--- src/rtl/mod_dsha_seq.sv ---
// mod_dsha_seq: job sequencer for double-SHA256 header scanning.
// Drives the compression core command bus through a fixed step list.
// The midstate is computed once per job. The nonce range is then swept
// with a dynamic-block hash followed by a second hash, and every digest
// is checked against the target until the first hit, the end of the
// range, or an abort.
module mod_dsha_seq #(
  parameter logic [7:0] CMD_IDLE        = 8'd0,
  parameter logic [7:0] CMD_LOAD_H      = 8'd1,
  parameter logic [7:0] CMD_HASH        = 8'd2,
  parameter logic [7:0] CMD_SUM_STORE_H = 8'd3,
  parameter logic [7:0] CMD_SUM_STORE_M = 8'd4,
  parameter logic [7:0] CMD_GET_DIGEST  = 8'd5
) (
  input  logic         CLK,
  input  logic         RST,
  input  logic         START,
  input  logic         ABORT,
  input  logic [31:0]  NONCE_START,
  input  logic [31:0]  NONCE_END,
  input  logic [255:0] TARGET,
  output logic [7:0]   CMD,
  input  logic         RDY,
  input  logic [255:0] RES,
  output logic         H_BANK,
  output logic [1:0]   M_BANK,
  output logic [31:0]  NONCE_WORD,
  output logic         BUSY,
  output logic         DONE,
  output logic         FOUND,
  output logic [31:0]  FOUND_NONCE,
  output logic [255:0] DIGEST
);

  typedef enum logic [1:0] {S_IDLE, S_ISSUE, S_GAP, S_CHECK} state_t;

  // Step order of one job: three midstate steps, then six per nonce.
  typedef enum logic [3:0] {
    ST_LOAD1, ST_HASH1, ST_STORE1,
    ST_LOAD2, ST_HASH2, ST_STORE2,
    ST_LOAD3, ST_HASH3, ST_DIG
  } step_t;

  state_t        r_state;
  step_t         r_step;
  logic [7:0]    r_cmd;
  logic          r_h_bank;
  logic [1:0]    r_m_bank;
  logic          r_busy;
  logic          r_done;
  logic          r_found;
  logic [31:0]   r_found_nonce;
  logic [255:0]  r_digest;
  logic [31:0]   r_nonce;
  logic [31:0]   r_nonce_end;
  logic [255:0]  r_target;
  logic [255:0]  r_res;

  logic          w_accept;
  logic          w_dig_done;
  logic          w_hit;
  logic          w_last;
  step_t         w_next_step;

  // Core command for each step.
  function automatic logic [7:0] step_cmd(input step_t s);
    case (s)
      ST_LOAD1, ST_LOAD2, ST_LOAD3: step_cmd = CMD_LOAD_H;
      ST_HASH1, ST_HASH2, ST_HASH3: step_cmd = CMD_HASH;
      ST_STORE1:                    step_cmd = CMD_SUM_STORE_H;
      ST_STORE2:                    step_cmd = CMD_SUM_STORE_M;
      ST_DIG:                       step_cmd = CMD_GET_DIGEST;
      default:                      step_cmd = CMD_IDLE;
    endcase
  endfunction

  // H read bank: midstate only while loading/storing the dynamic block pass.
  function automatic logic step_h_bank(input step_t s);
    step_h_bank = (s == ST_LOAD2) || (s == ST_STORE2);
  endfunction

  // Message block select: static, dynamic, or the 2nd-pass hash block.
  function automatic logic [1:0] step_m_bank(input step_t s);
    case (s)
      ST_HASH2: step_m_bank = 2'd1;
      ST_HASH3: step_m_bank = 2'd2;
      default:  step_m_bank = 2'd0;
    endcase
  endfunction

  // Little-endian word to big-endian word (nonce enters the header LE).
  function automatic logic [31:0] byte_swap32(input logic [31:0] x);
    byte_swap32 = {x[7:0], x[15:8], x[23:16], x[31:24]};
  endfunction

  // Digest byte 0 becomes the most significant byte for the target compare.
  function automatic logic [255:0] byte_rev256(input logic [255:0] x);
    logic [255:0] y;
    y = '0;
    for (int i = 0; i < 32; i++) begin
      y[8*i +: 8] = x[8*(31-i) +: 8];
    end
    byte_rev256 = y;
  endfunction

  assign w_accept    = (r_state == S_IDLE) && START && !r_done;
  assign w_dig_done  = (r_state == S_ISSUE) && (r_step == ST_DIG) && RDY;
  assign w_hit       = (byte_rev256(r_res) <= r_target);
  assign w_last      = (r_nonce == r_nonce_end);
  assign w_next_step = step_t'(r_step + 4'd1);

  // Job parameters and last digest are plain data; they need no reset.
  always_ff @(posedge CLK) begin
    if (w_accept) begin
      r_target    <= TARGET;
      r_nonce_end <= NONCE_END;
    end
    if (w_dig_done) begin
      r_res <= RES;
    end
  end

  // Sequencer FSM: issue a step, wait out the RDY handshake, check digests.
  always_ff @(posedge CLK or posedge RST) begin
    if (RST) begin
      r_state       <= S_IDLE;
      r_step        <= ST_LOAD1;
      r_cmd         <= CMD_IDLE;
      r_h_bank      <= 1'b0;
      r_m_bank      <= 2'd0;
      r_busy        <= 1'b0;
      r_done        <= 1'b0;
      r_found       <= 1'b0;
      r_found_nonce <= '0;
      r_digest      <= '0;
      r_nonce       <= '0;
    end else begin
      r_done <= 1'b0;
      case (r_state)
        S_IDLE: begin
          // A START coinciding with the DONE pulse is deliberately dropped.
          if (w_accept) begin
            r_nonce       <= NONCE_START;
            r_found       <= 1'b0;
            r_found_nonce <= '0;
            r_digest      <= '0;
            r_busy        <= 1'b1;
            r_step        <= ST_LOAD1;
            r_cmd         <= step_cmd(ST_LOAD1);
            r_h_bank      <= step_h_bank(ST_LOAD1);
            r_m_bank      <= step_m_bank(ST_LOAD1);
            r_state       <= S_ISSUE;
          end
        end
        S_ISSUE: begin
          // Command and banks stay put until the core reports completion.
          if (RDY) begin
            r_cmd   <= CMD_IDLE;
            r_state <= S_GAP;
          end
        end
        S_GAP: begin
          // Banks stay held; wait for the core to drop RDY before moving on.
          if (!RDY) begin
            if (ABORT) begin
              r_found  <= 1'b0;
              r_done   <= 1'b1;
              r_busy   <= 1'b0;
              r_h_bank <= 1'b0;
              r_m_bank <= 2'd0;
              r_state  <= S_IDLE;
            end else if (r_step == ST_DIG) begin
              r_h_bank <= 1'b0;
              r_m_bank <= 2'd0;
              r_state  <= S_CHECK;
            end else begin
              r_step   <= w_next_step;
              r_cmd    <= step_cmd(w_next_step);
              r_h_bank <= step_h_bank(w_next_step);
              r_m_bank <= step_m_bank(w_next_step);
              r_state  <= S_ISSUE;
            end
          end
        end
        S_CHECK: begin
          if (ABORT) begin
            r_found <= 1'b0;
            r_done  <= 1'b1;
            r_busy  <= 1'b0;
            r_state <= S_IDLE;
          end else if (w_hit) begin
            r_found       <= 1'b1;
            r_found_nonce <= r_nonce;
            r_digest      <= r_res;
            r_done        <= 1'b1;
            r_busy        <= 1'b0;
            r_state       <= S_IDLE;
          end else if (w_last) begin
            r_found <= 1'b0;
            r_done  <= 1'b1;
            r_busy  <= 1'b0;
            r_state <= S_IDLE;
          end else begin
            // Midstate is reused: restart at the dynamic-block load.
            r_nonce  <= r_nonce + 32'd1;
            r_step   <= ST_LOAD2;
            r_cmd    <= step_cmd(ST_LOAD2);
            r_h_bank <= step_h_bank(ST_LOAD2);
            r_m_bank <= step_m_bank(ST_LOAD2);
            r_state  <= S_ISSUE;
          end
        end
        default: begin
          r_cmd   <= CMD_IDLE;
          r_busy  <= 1'b0;
          r_state <= S_IDLE;
        end
      endcase
    end
  end

  assign CMD         = r_cmd;
  assign H_BANK      = r_h_bank;
  assign M_BANK      = r_m_bank;
  assign NONCE_WORD  = byte_swap32(r_nonce);
  assign BUSY        = r_busy;
  assign DONE        = r_done;
  assign FOUND       = r_found;
  assign FOUND_NONCE = r_found_nonce;
  assign DIGEST      = r_digest;

endmodule
--- config.mk ---
export PLATFORM = sky130hd
export DESIGN_NAME = mod_dsha_seq
export DESIGN_NICKNAME = d
export VERILOG_FILES = /design/src/rtl/mod_dsha_seq.sv
export SDC_FILE = /design/constraint.sdc
export NUM_CORES = 2
export LEC_CHECK = 0
export CORE_AREA = 5 5 357 359
export DETAILED_ROUTE_END_ITERATION = 12
export DIE_AREA = 0 0 362 364
export SETUP_SLACK_MARGIN = 0.4
export SYNTH_ARGS = -nofsm -noshare
export SYNTH_HDL_FRONTEND = slang
export SYNTH_SLANG_ARGS = --single-unit
--- constraint.sdc ---
create_clock -name CLK -period 13.6 [get_ports CLK]
set_clock_uncertainty 0.2 [all_clocks]
set_input_delay 4.08 -clock CLK [delete_from_list [all_inputs] [get_ports CLK]]
set_output_delay 4.08 -clock CLK [all_outputs]
set_load 0.1 [all_outputs]
Word level (Yosys, flattened, before mapping)
Memory sizes are Yosys's and may differ from the RTL's.
Cells that the tools add are included.
{"block": "op_classes", "n_reduce_logical": 16, "order_cmp": 1, "mux": 72, "add_sub_neg": 2, "eq_ne": 20, "n_shift": 0, "n_bitwise": 0, "mul": 0, "div_mod_pow": 0}
{"op": "$mux 256", "n": 3}
{"op": "$pmux 256 s2", "n": 1}
{"op": "$le 256x256->1", "n": 1}
{"op": "$mux 32", "n": 7}
{"op": "$pmux 32 s2", "n": 2}
{"op": "$mux 8", "n": 8}
{"op": "$add 32x1->32 const B", "n": 1}
{"op": "$eq 32x32->1", "n": 1}
{"op": "$pmux 8 s4", "n": 1}
{"op": "$mux 4", "n": 7}
{"op": "$mux 2", "n": 12}
{"op": "$mux 1", "n": 23}
{"op": "$ne 2x2->1 const B", "n": 10}
{"op": "$reduce_and 8->1", "n": 2}
{"op": "$eq 4x3->1 const B", "n": 3}
{"op": "$pmux 4 s3", "n": 1}
{"op": "$reduce_and 5->1", "n": 2}
{"op": "$pmux 1 s3", "n": 3}
{"op": "$pmux 2 s4", "n": 1}
{"op": "$pmux 2 s3", "n": 1}
{"op": "$reduce_and 6->1", "n": 1}
{"op": "$add 4x1->4 const B", "n": 1}
{"op": "$eq 2x2->1 const B", "n": 2}
{"op": "$eq 4x2->1 const B", "n": 1}
{"op": "13 further kinds", "n": 16}
{"block": "word_totals", "elab_cells": 126, "latchBits": 0, "output_inout_bits": 334, "ram_bits": 0, "rom_bits": 48, "reg_bits": 884, "mem_count": 1}
{"memory": "(name not given)", "words": 16, "width": 3, "rd": 1, "rd_clocked_by_memory_dff": 0, "write_ports": 0, "line": "67", "source": "case (s)"}

Depth between registers and ports, before layout
{"block": "depth", "word_depth": 7, "ltp_mapped": 15}

Least setup slack after synthesis
Ideal clock, no wire load.
{"block": "synth_path", "kind": "input to register", "startpoint": "in START", "endpoint": "reg r_nonce[11]", "path_stages": 8, "t_arrival_ns": 12.082, "setup_time_ns": 0.165, "slack_ns": 1.153, "path_cell_list": "nand2_1 -> or2_2 -> clkbuf_1 -> inv_1 -> nand2_1 -> clkbuf_1 -> o21ai_0 -> o22ai_1"}
{"block": "synth_between", "elab_chain_len": 4}
{"element": "start, declared", "line": "17", "source": "input logic START,"}
{"element": "$logic_and 1x1->1 (2 in series)", "line": "106", "source": "assign w_accept = (r_state == S_IDLE) && START && !r_done;"}
{"element": "via w_accept", "line": "59", "source": "logic w_accept;"}
{"element": "$ne 2x2->1 (no line)"}
{"element": "$reduce_and 5->1 (no line)"}
{"element": "end signal, assigned", "line": "205", "source": "r_nonce <= r_nonce + 32'd1;"}
{"element": "end, declared", "line": "54", "source": "logic [31:0] r_nonce;"}
The timed path passes the listed nets, and every way through them passes these cells.
A chain may end at the register's enable or synchronous reset.

Final worst setup path
{"block": "layout_path", "startpoint": "in START", "endpoint": "reg r_digest[82] (netlist: DIGEST[82])"}
{"block": "layout_between", "elab_chain_len": 4}
{"element": "$logic_and 1x1->1 (2 in series)", "line": "106"}
{"element": "via w_accept", "line": "59"}
{"element": "$ne 2x2->1 (no line)"}
{"element": "$reduce_and 4->1 (no line)"}
{"element": "end signal, assigned", "line": "194", "source": "r_digest <= r_res;"}
{"element": "end, declared", "line": "53", "source": "logic [255:0] r_digest;"}
The timed path passes the listed nets, and every way through them passes these cells.

==> results.tsv <==
metric	value	unit
status	complete, but fails checks	
failing checks	slew limit	
Yosys cell types	75	
Clock Path Buffers	3	
vias in the first global route	26252	
fin crit period	7.676	ns
Async SR Flop Fraction	38.11	%
clock latency on the worst-skew pair	0.71	ns
#FFs+latches synth	879	
Initial Utilization	29.67	%
I/O pin total	915	
global placement routability congestion	0.8724	
RSZ-0062 raised after global routing	false	
Worst-Margin Slew	1.543	ns
Reg clk slew, reported paths	0.06	ns
layout cell share with drive strength beyond 1	5.313	%
global-route wire length before repair	180800	microns
total gr overflow	0	
commonest non-fill, non-tap cell in the layout	clkdlybuf4s50_1	
Main synth FF type	edfxtp_1	
Worst slew margin	-2.838	%
die width	362	microns
setup violators final	0	
post-cts sizing count	0	
drt wl/cell	24.27	microns
Pleak	20.49	nW
mux cell area share after synthesis	0.3484	%
number of DRC markers in iteration 0	1970	
total track usage	18.59	%
Post-Route WL	127500	microns
final hold vios	0	
ranking of synthesized cells by area	edfxtp_1 45%, dfrtp_1 23%, ha_1 9.1%, a22o_1 7.0%, inv_1 2.8%	
# fillers	11452	
vias per cell	4.822	
I/O Buffers	909	
Slew Limit Fails	43	
non-filler cells, final	5254	
initial antenna violation count	30	
synthesized cell area	36630	sq um
most frequent cells in the layout	905 x clkdlybuf4s50_1, 544 x edfxtp_1, 335 x dfrtp_1, 294 x a22o_1, 276 x inv_1	
Syn Area/Cell	14.20	sq um
core footprint	123500	sq um
Max Cap Viol	0	
die area	131800	sq um
area leader, netlist	edfxtp_1	
# rows	129	
Setup CP Type	input pin to flip-flop	
postcts setup bufs	0	
Post-Synth Simple-Gate Area	5.506	%
number of synthesized flops with an enable pin	544	
Placed Cells	5047	
First-pass DRT Iterations	7	
Adder-Cell Fraction of Synth Area	9.052	%
pin count of the biggest net entering global routing	156	
CTS tree	done	
Worst Path Arrival	8.10	ns
synth warn	0	
worst path required time	14.03	ns
top cell type's share of synthesized area	44.60	%
area grow syn2layout	38.90	%
PwrDens	205.0	nW/um^2
post-route setup TNS	0	ns
Final HPWL DP	94720	microns
Worst VDD drop	0.1875	mV
largest family of logic cells by synthesized area	compound AO/OA/AOI/OAI gates	
TritonCTS Buffers	99	
Antenna Nets Post-Route	0	
vias after detailed routing	25334	
Worst Setup End Kind	flip-flop	
cts hold-fix bufs	0	
XOR/XNOR Fraction of Synth Area	0.8369	%
CTS sink count	879	
Clock Tree Root	clkbuf_16	
depth of the CTS H-tree	3	
Post-Synthesis Cells	2579	
Final period util	56.44	%
Seq/Total Area, Yosys	67.48	%
HP Class	flip-flop to flip-flop	
CP max FO	108	
crit start category	input pin	
DRC Markers	0	
post-synthesis compound-gate area fraction	12.56	%
Final nets	4357	
fmax	0.1303	GHz
chip height	364	microns
-- synthesized netlist by cell type (10+ instances only) --
cell,number
buf_4,18
a21oi_1,125
clkbuf_1,38
a22o_1,294
buf_2,41
nor3_1,23
xor2_1,35
o21a_1,12
nand4_1,74
or3_1,10
a21o_1,19
nor2_1,58
o21ai_0,53
dfrtp_1,335
nand3_1,40
edfxtp_1,544
ha_1,265
nor4_1,36
inv_1,278
a31oi_1,16
a211oi_1,12
a221oi_1,10
nand2_1,108
-- final cells by class --
| class | instances | area, sq um | area share [%] |
|---|---|---|---|
| Multi-Input combinational cell | 1326 | 10400 | 20.45 |
| Inverter | 279 | 1059 | 2.081 |
| Tap cell | 1637 | 2048 | 4.026 |
| Sequential cell | 879 | 24720 | 48.58 |
| Antenna cell | 22 | 55.05 | 0.1082 |
| Clock buffer | 150 | 2882 | 5.664 |
| Clock inverter | 35 | 435.4 | 0.8558 |
| Timing Repair Buffer | 926 | 9276 | 18.23 |
-- through the flow --
step	setup WS [ns]	hold slack (ns)	area, sq um	total power [W]	util (%)
2_1_floorplan	1.153	0.2678	36650	0.006600	-
3_3_place_gp	5.273	0.2706	47500	0.007741	38.47
3_5_place_dp	5.169	0.2804	47510	0.007779	38.47
4_1_cts	5.954	0.2786	50820	0.01053	41.16
5_1_grt	5.744	0.3068	50870	0.01085	41.20
6_report	5.924	0.2810	50880	0.01043	41.20
-- per-layer routing --
metal	GRT usage [%]	share of wire, %	vias to the layer above
met2	30.83	48	947
met3	6.051	8.1	159
li1	-	-	11619
met4	5.627	2.4	12
met1	23.26	41	12597
met5	0	0.058	-
-- worst max-delay path, stage by stage --
cell and delay, ns:
clkdlybuf4s50_1 0.43, nand2_1 0.07, or2_2 0.29, inv_8 0.31, a21oi_1 0.33, nor2_1 0.11, a21oi_4 0.70, buf_4 0.71
buf_4 0.66, a22o_1 0.24
-- power breakdown --
part / internal [W] / total, W / switching, W
combinational: 0.00108 / 0.00405 / 0.00297
sequential: 0.00333 / 0.00366 / 0.000333
clock: 0.00157 / 0.00271 / 0.00114
total: 0.00599 / 0.0104 / 0.00444
-- cells by family after synthesis --
logic type	Yosys count
muxes	12
and+or+nand+nor	395
AOI/OAI and AO/OA	614
xor gates and xnor gates	35
other	1
buffers and inverters	378
DFF	879
adders and majority gates	265
-- flip-flops by register name, summed over array words and instances, names as in the netlist --
register and cells:
r_state 2, FOUND_NONCE 32, M_BANK 2, r_nonce_end 32, DONE 1, BUSY 1
H_BANK 1, DIGEST 256, r_res 256, r_target 256, r_nonce 32, CMD 3
FOUND 1, r_step 4
-- path summary, 6_finish.rpt --
path,start,endpoint,slack [ns],depth (start not counted)
min,r_res[208],DIGEST[208],0.28,1
min in group asynchronous,RST,DIGEST[243],3.79,3
max,START,DIGEST[82],5.92,10
max in group asynchronous,RST,DIGEST[99],7.70,4
min reg2reg,r_res[208],DIGEST[208],0.28,1
max reg2reg,r_res[129],DIGEST[72],6.57,13
Power figures use the tool's default switching activity.
==> variant (same settings) <==
Reset style: synchronous (`RST`), changed in one clocked block.
--- a/src/rtl/mod_dsha_seq.sv
+++ b/src/rtl/mod_dsha_seq.sv
@@ -123,3 +123,3 @@
   // Sequencer FSM: issue a step, wait out the RDY handshake, check digests.
-  always_ff @(posedge CLK or posedge RST) begin
+  always_ff @(posedge CLK) begin
     if (RST) begin
Function: differs if RST is asserted again (counterexample within 4 cycles, from zero or initial values and one cycle with RST high); with RST held inactive, the same outputs for 4 cycles.
==> variant against the unedited design <==
The run still ends with slew limit left. Setup slack better by 580 ps. Highest routed layer unchanged. Sequential cell count unchanged. Via count down 3.2%. Synthesized cell count down 0.43%. Final area down 3.6%. Critical endpoint is now DIGEST[114]. Hold slack worse by 14 ps. Wire length down 5.4%. Synthesized area down 4.2%.
Power is not compared: it rests on default switching activity, and its combinational part moved more than twofold at a synthesized area within 25%.
==> variant: results (changes against the unedited design) <==
Run status -> complete, but fails checks
Failing checks -> slew limit
Critical Path Slowest Stage Cell -> a41o_4
Drt wl/cell -> 23.1 um (-4.9%)
Compound-Gate Fraction of Synth Area -> 13.3% (+0.71 points)
Pre-CTS WS -> 5870 ps (+701 ps)
Crit path from -> RST
Iter 0 DRT Violations -> 1,614 (-18%)
Met2 usage -> 29.7% (-1.2 points)
First-pass GRT wire length -> 170,000 um (-5.8%)
Critical hold path startpoint -> M_BANK[1]
Pin count of the biggest net entering global routing -> 170 (+9.0%)
Largest cells by area after synthesis -> edfxtp_1, dfxtp_1, ha_1
WHS Endpoint -> M_BANK[1]
Detailed-placement wirelength estimate -> 91,000 um (-3.9%)
Sequential share of the synthesized area -> 65.7% (-1.8 points)
Post-synthesis cell type count -> 71 (-5.3%)
Met3 routed WL -> 9970 um (-3.7%)
Slew Limit Headroom -> -0.790% (+2.0 points)
Met1 usage -> 21.1% (-2.2 points)
R2r setup slk -> 7590 ps (+1020 ps)
GRT Total Usage -> 17.4% (-1.2 points)
Reg2reg end -> DIGEST[108]
Routed length on met1 -> 48,900 um (-6.3%)
WP data arrival -> 7520 ps (-580 ps)
Reg2reg path depth -> 12 (-1)
Max-slew violations -> 23 (-47%)
Routed vias -> 24,500 (-3.2%)
Final hold slack -> 267 ps (-13.8 ps)
Met3 usage -> 5.79% (-0.26 points)
Initial antenna violation count -> 29 (-3.3%)
Area after DPL -> 0.0458 mm2 (-3.7%)
Hold Path Stages -> 2 (+1)
Mux share of post-synthesis cell area -> 0.325% (-0.024 points)
Adder-cell share of the synthesized area -> 9.45% (+0.40 points)
Syn avg cell area -> 13.7 um2 (-3.8%)
Crit path max fanout -> 157 (+45%)
DR WL met2 -> 58,500 um (-5.3%)
Dpl cells -> 5,024 (-0.46%)
variant: cell count changes in the layout (fill, tap and decap cells not counted), sizes merged, moves of 16 or more:
| cell | change |
|---|---|
| dfxtp | +335 |
| o31ai | +20 |
| o2111ai | +21 |
| dfrtp | -335 |
| xor2 | -34 |
| nor2 | -16 |
| xnor2 | +34 |
| nor3 | +21 |
variant: worst max path at each step:
stage,end,slack (ps),depth (start not counted)
final,DIGEST[114],6500,7
after global routing,r_res[111],6530,4
after CTS,r_res[55],6620,4
after detailed placement,r_res[109],5870,4
after global placement,r_res[54],5900,4
after floorplan,r_nonce[27],1890,9
variant: final cells by class:
type | count | area [um2] | area share [%]
Sequential cell | 879 | 23000 | 47.0
Multi-Input combinational cell | 1307 | 10400 | 21.2
Timing Repair Buffer | 927 | 9250 | 18.8
Clock buffer | 148 | 2850 | 5.81
Tap cell | 1637 | 2050 | 4.17
Inverter | 274 | 1040 | 2.11
Clock inverter | 38 | 402 | 0.819
Antenna cell | 16 | 40.0 | 0.0816
